<file path="src/rtl/snake_tick_gen_if.sv">
// Control and status bundle between game control (master) and the tick generator (slave).
interface snake_tick_gen_if #(
    parameter int WIDTH  = 10,
    parameter int TCNT_W = 16
);
    logic              start;
    logic              stop;
    logic              hold;
    logic              max_load;
    logic [WIDTH-1:0]  max_in;
    logic [WIDTH-1:0]  count;
    logic [WIDTH-1:0]  max_active;
    logic              tick;
    logic [TCNT_W-1:0] tick_cnt;
    logic              running;
    logic              pending;

    modport master (
        output start, stop, hold, max_load, max_in,
        input  count, max_active, tick, tick_cnt, running, pending
    );

    modport slave (
        input  start, stop, hold, max_load, max_in,
        output count, max_active, tick, tick_cnt, running, pending
    );
endinterface

</file>
<file path="src/rtl/snake_tick_gen.sv">
// Programmable modulo counter emitting the snake game tick; a new period loaded
// while counting is held in a shadow register and applied at the next wrap.
module snake_tick_gen #(
    parameter int               WIDTH       = 10,
    parameter logic [WIDTH-1:0] DEFAULT_MAX = 10'd999,
    parameter int               TCNT_W      = 16
) (
    input logic             clk,
    input logic             resetn,
    snake_tick_gen_if.slave bus
);
    typedef enum logic [1:0] {IDLE, RUN, HOLD} state_t;

    localparam logic [TCNT_W-1:0] TCNT_MAX = '1;

    state_t           state;
    logic [WIDTH-1:0] shadow;
    logic             wrap;

    // A wrap only counts when stop is not clearing the counter on this edge.
    assign wrap = (state == RUN) && (bus.count == bus.max_active) && !bus.stop;

    always_ff @(posedge clk or negedge resetn) begin
        if (!resetn) begin
            state          <= IDLE;
            shadow         <= DEFAULT_MAX;
            bus.count      <= '0;
            bus.max_active <= DEFAULT_MAX;
            bus.tick       <= 1'b0;
            bus.tick_cnt   <= '0;
            bus.running    <= 1'b0;
            bus.pending    <= 1'b0;
        end else begin
            bus.tick <= 1'b0;
            case (state)
                IDLE: begin
                    if (bus.max_load) bus.max_active <= bus.max_in;
                    if (bus.start && !bus.stop) begin
                        state        <= RUN;
                        bus.count    <= '0;
                        bus.tick_cnt <= '0;
                        bus.running  <= 1'b1;
                    end
                end
                RUN, HOLD: begin
                    if (bus.stop) begin
                        state       <= IDLE;
                        bus.count   <= '0;
                        bus.running <= 1'b0;
                        bus.pending <= 1'b0;
                        // Count is forced to 0, so any new maximum is safe to apply now.
                        if (bus.max_load)     bus.max_active <= bus.max_in;
                        else if (bus.pending) bus.max_active <= shadow;
                    end else begin
                        if (state == RUN) begin
                            if (wrap) begin
                                bus.count <= '0;
                                bus.tick  <= 1'b1;
                                if (bus.tick_cnt != TCNT_MAX) bus.tick_cnt <= bus.tick_cnt + 1'b1;
                            end else begin
                                bus.count <= bus.count + 1'b1;
                            end
                            if (bus.hold) state <= HOLD;
                        end else if (!bus.hold) begin
                            state <= RUN;
                        end

                        if (bus.max_load && wrap) begin
                            bus.max_active <= bus.max_in;
                            bus.pending    <= 1'b0;
                        end else if (bus.max_load) begin
                            shadow      <= bus.max_in;
                            bus.pending <= 1'b1;
                        end else if (wrap && bus.pending) begin
                            bus.max_active <= shadow;
                            bus.pending    <= 1'b0;
                        end
                    end
                end
                default: state <= IDLE;
            endcase
        end
    end
endmodule

</file>
<file path="src/flat_wrapper.sv">
// flat-port wrapper written by rule: the top's interface ports become plain ports
module snake_tick_gen_flat 
#(
    parameter int               WIDTH       = 10,
    parameter logic [WIDTH-1:0] DEFAULT_MAX = 10'd999,
    parameter int               TCNT_W      = 16
)
  (clk, resetn, bus_start, bus_stop, bus_hold, bus_max_load, bus_max_in, bus_count, bus_max_active, bus_tick, bus_tick_cnt, bus_running, bus_pending);
  snake_tick_gen_if #(.WIDTH(WIDTH), .TCNT_W(TCNT_W)) bus_i ();
  input logic clk;
  input logic resetn;
  input wire logic [$bits(bus_i.start)-1:0] bus_start;
  input wire logic [$bits(bus_i.stop)-1:0] bus_stop;
  input wire logic [$bits(bus_i.hold)-1:0] bus_hold;
  input wire logic [$bits(bus_i.max_load)-1:0] bus_max_load;
  input wire logic [$bits(bus_i.max_in)-1:0] bus_max_in;
  output wire logic [$bits(bus_i.count)-1:0] bus_count;
  output wire logic [$bits(bus_i.max_active)-1:0] bus_max_active;
  output wire logic [$bits(bus_i.tick)-1:0] bus_tick;
  output wire logic [$bits(bus_i.tick_cnt)-1:0] bus_tick_cnt;
  output wire logic [$bits(bus_i.running)-1:0] bus_running;
  output wire logic [$bits(bus_i.pending)-1:0] bus_pending;
  assign bus_i.start = bus_start;
  assign bus_i.stop = bus_stop;
  assign bus_i.hold = bus_hold;
  assign bus_i.max_load = bus_max_load;
  assign bus_i.max_in = bus_max_in;
  assign bus_count = bus_i.count;
  assign bus_max_active = bus_i.max_active;
  assign bus_tick = bus_i.tick;
  assign bus_tick_cnt = bus_i.tick_cnt;
  assign bus_running = bus_i.running;
  assign bus_pending = bus_i.pending;
  snake_tick_gen #(.WIDTH(WIDTH), .DEFAULT_MAX(DEFAULT_MAX), .TCNT_W(TCNT_W)) u_core (.clk(clk), .resetn(resetn), .bus(bus_i));
endmodule
</file>
<file path="config.mk">
export PLATFORM = sky130hd
export DESIGN_NAME = snake_tick_gen_flat
export DESIGN_NICKNAME = d
export VERILOG_FILES = /design/src/rtl/snake_tick_gen_if.sv /design/src/rtl/snake_tick_gen.sv /design/src/flat_wrapper.sv
export SDC_FILE = /design/constraint.sdc
export NUM_CORES = 1
export LEC_CHECK = 0
export ABC_AREA = 0
export BUFFER_PORTS_ARGS = -buffer_cell sky130_fd_sc_hd__buf_4
export CAP_MARGIN = 40
export CORE_ASPECT_RATIO = 0.8
export CORE_MARGIN = 10
export CORE_UTILIZATION = 45
export CTS_CLUSTER_SIZE = 10
export DETAILED_ROUTE_END_ITERATION = 10
export HOLD_SLACK_MARGIN = 0.12
export PLACE_DENSITY_LB_ADDON = 0.3
export SLEW_MARGIN = 5
export SYNTH_ARGS = -nofsm -noshare
export SYNTH_HDL_FRONTEND = slang
export SYNTH_SLANG_ARGS = --single-unit
</file>
<file path="constraint.sdc">
create_clock -name clk -period 2.2 [get_ports clk]
set_input_delay 0.22 -clock clk [delete_from_list [all_inputs] [get_ports clk]]
set_output_delay 0.22 -clock clk [all_outputs]
set_load 0.1 [all_outputs]
</file>
==> reports/metrics.yaml <==
dpl.hpwl_microns: 5394
critPathMaxFanout: 11
seq_area_frac_synth: 0.4437
syn_nets: 288
cts-htree-levels: 2
critical-path-top-delay-family: "compound AO/OA/AOI/OAI gates"
dr.pass1.iters: 4
io_pins: 55
yosys.cell_types.count: 56
crit_cells: 9
drt-wirelength-per-cell_microns: 17.75
ys.flop_type: "dfrtp_1"
gr-total-overflow: 0
skew_ns: 0.008784
path_cells: "inv_2 -> ha_1 -> nor2b_4 -> and4_4 -> a31oi_1 -> buf_4 -> buf_4 -> o31ai_1 -> o31ai_1"
drive_above_1_share: 0.5446
status: "complete, no violations"
hp-class: "input pin to register"
synthXorXnorAreaFrac: 0.04797
fin_nets: 357
synth_compound_area_frac: 0.1516
hold_slack_ns: 0.1564
p_leak_nw: 1.632
crit_type: "register to register"
antenna_found_initial: 0
diodes: 0
r2r_start: "u_core.state[1]$_DFFE_PN0P_"
period_share: 0.9832
syn_area_sq_um: 2922
pwr_density_cell_nw_per_um2: 1618
via_per_inst: 5.702
wl_microns: 7457
synth-adder-area-share: 0.02570
clock_latency_ns: 0.30
dr.first_iter.drc_count: 119
synth_seq_cells: 51
cp_num_buf_inv: 3
synth_top_family_by_area: "simple AND/OR/NAND/NOR gates"
dr_total_vias: 2395
numClockSinks: 51
syn_to_final_growth_pct: 31.31
synth_edf_count: 0
maxCapViolCount: 0
post-place-ws_ns: -0.04780
path_clk_slew_ns: 0.10
synthCells: 266
worstPathRequired_ns: 2.38
io_buffers: 54
grt_max_degree: 52
dpl.cell_count: 409
fmax_mhz: 462.3
post_dp_cell_area_sq_um: 3631
worstMarginPinSlew_ns: 0.6725
worst_ir_drop_vdd_v: 0.001121
cts-buffers-inserted: 5
start_util: 0.4606
slowest_delay_ns: 0.42
stdcell_count: 420
hold_violations: 0
async_flop_share: 1.000
grt_pass1_vias: 2355
slew_viol_final: 0
cp_slowest_cell: "dfrtp_1"
setup.worst_path.end: "u_core.bus.tick_cnt[9]$_DFFE_PN0P_"
synthMuxAreaShare: 0.1366
syn_area_per_cell_sq_um: 10.98
worstSetupStartpointType: "register"
reg2reg_setup_slack_ns: 0.04
cp_data_arrival_time_ns: 2.34
worstReg2RegEnd: "u_core.bus.tick_cnt[9]$_DFFE_PN0P_"
r2r_cells: 9
clock_tree.buffer_depth: 2
final.setup.worst_slack_ns: 0.03690
stdcell_area_sq_um: 3836
nFillCells: 533
cp-end-kind: "register"
gr-usage-all-layers: 0.1471
relSlewSlack: 0.5516
cts-root-buf: "clkbuf_8"
grt_first_pass_wirelength_microns: 12090
gp_congestion: 0.8818
ant_nets: 0
die_x_microns: 110.1
ys_warn_count: 0
design.core.area_sq_um: 6344
rows: 26
fp.dieH_microns: 92.07
finalSetupViolations: 0
min_period_ns: 2.163
remaining_drc_errors: 0
finalPower_mw: 6.206
cts_tree: "yes"
fp.dieArea_sq_um: 10140
critPathLaunch: "u_core.state[1]$_DFFE_PN0P_"
synthSimpleGateAreaFrac: 0.1619
-- how the worst min path moves through the flow --
stage,startpoint,end,slack [ns],cells after the start
2_1_floorplan,resetn,u_core.bus.count[1]$_DFFE_PN0P_,-0.08,0
3_3_place_gp,resetn,u_core.bus.tick_cnt[11]$_DFFE_PN0P_,0.29,1
3_5_place_dp,resetn,u_core.bus.tick_cnt[11]$_DFFE_PN0P_,0.30,1
4_1_cts,bus_max_in[4],u_core.shadow[4]$_DFFE_PN0P_,0.15,2
5_1_grt,bus_max_in[1],u_core.shadow[1]$_DFFE_PN1P_,0.15,2
6_report,bus_max_in[1],u_core.shadow[1]$_DFFE_PN1P_,0.16,2
-- power breakdown --
group          switching [mW]  internal [mW]  total (mW)
registers               0.258           1.39        1.64
logic                    2.40           1.48        3.88
clock network           0.315          0.368       0.683
-- stage by stage --
step	TNS, ns	util
finish	0	0.6047
global route	-0.08260	0.6047
CTS	0	0.5933
detailed placement	-0.05096	0.5724
global placement	0	0.5724
floorplan	-0.03031	-
-- placed cells by master, fill, tap and decap left out, types with 4 or more instances in the layout --
master    instances
buf_4            69
mux2_2           18
o31ai_1          16
a21oi_1           6
ha_1              5
dfrtp_1           8
nand3_1          11
o31ai_2           4
dfstp_2           8
xnor2_1           4
and3_1            4
xnor2_2           6
nand2_1          16
o21ai_0          11
nand4_1           9
xor2_1            6
dfrtp_2          23
nor2_1           14
inv_1             6
dfrtp_4           4
mux2_4           12
a31oi_1           4
dfstp_4           8
clkbuf_8          6
-- cells by family (layout without fill, tap and decap cells) --
group           Yosys count  count (layout)
mux                      32              32
compound gates           60              60
xor+xnor                 16              16
simple gates             82              82
buf+inv                  19              89
flops                    51              51
fa+ha+maj                 6               6
-- layer usage --
layer,vias up,share of wire,track usage
met5,-,0,0
met1,1189,0.46,0.2094
met2,68,0.47,0.2130
met3,9,0.059,0.03776
met4,0,0.012,0.04113
li1,1129,-,-
-- synth_stat cells, drive strengths merged (4+ instances only) --
cell,count,share of area
dfrtp,35,0.30
mux2,30,0.13
o31ai,20,0.053
nand2,17,0.023
dfstp,16,0.14
nor2,14,0.018
nand3,11,0.019
o21ai,11,0.019
nand4,10,0.024
xnor2,10,0.030
buf,8,0.018
inv,8,0.010
a21oi,6,0.010
ha,6,0.026
xor2,6,0.018
a31oi,5,0.016
and3,5,0.012
and2,4,0.0086
nor4,4,0.0086
o41ai,4,0.012
-- cell type report --
cell class	count	area (sq um)	share of cell area
multi-input cells	196	1642	0.4279
flip-flops and latches	51	1370	0.3571
repair buffers	72	568.0	0.1481
well taps	84	105.1	0.02740
clock buffers	6	82.58	0.02153
clock inverters	2	35.03	0.009132
inverters	9	33.78	0.008806
-- timing repair --
action,CTS,global route
endpoints found under the setup margin,9,36
cloned,0,0
hold buffers,1,0
gates resized for setup,2,12
buffers inserted,0,2
hold endpoints to repair,35,0
pin swaps,0,1
-- state kept, by name, summed over array words and instances, names as in the netlist --
name / count
u_core.bus.tick_cnt: 16
u_core.bus.running: 1
u_core.shadow: 10
u_core.bus.max_active: 10
u_core.bus.tick: 1
u_core.state: 2
u_core.bus.count: 10
u_core.bus.pending: 1
Power figures use the tool's default switching activity.
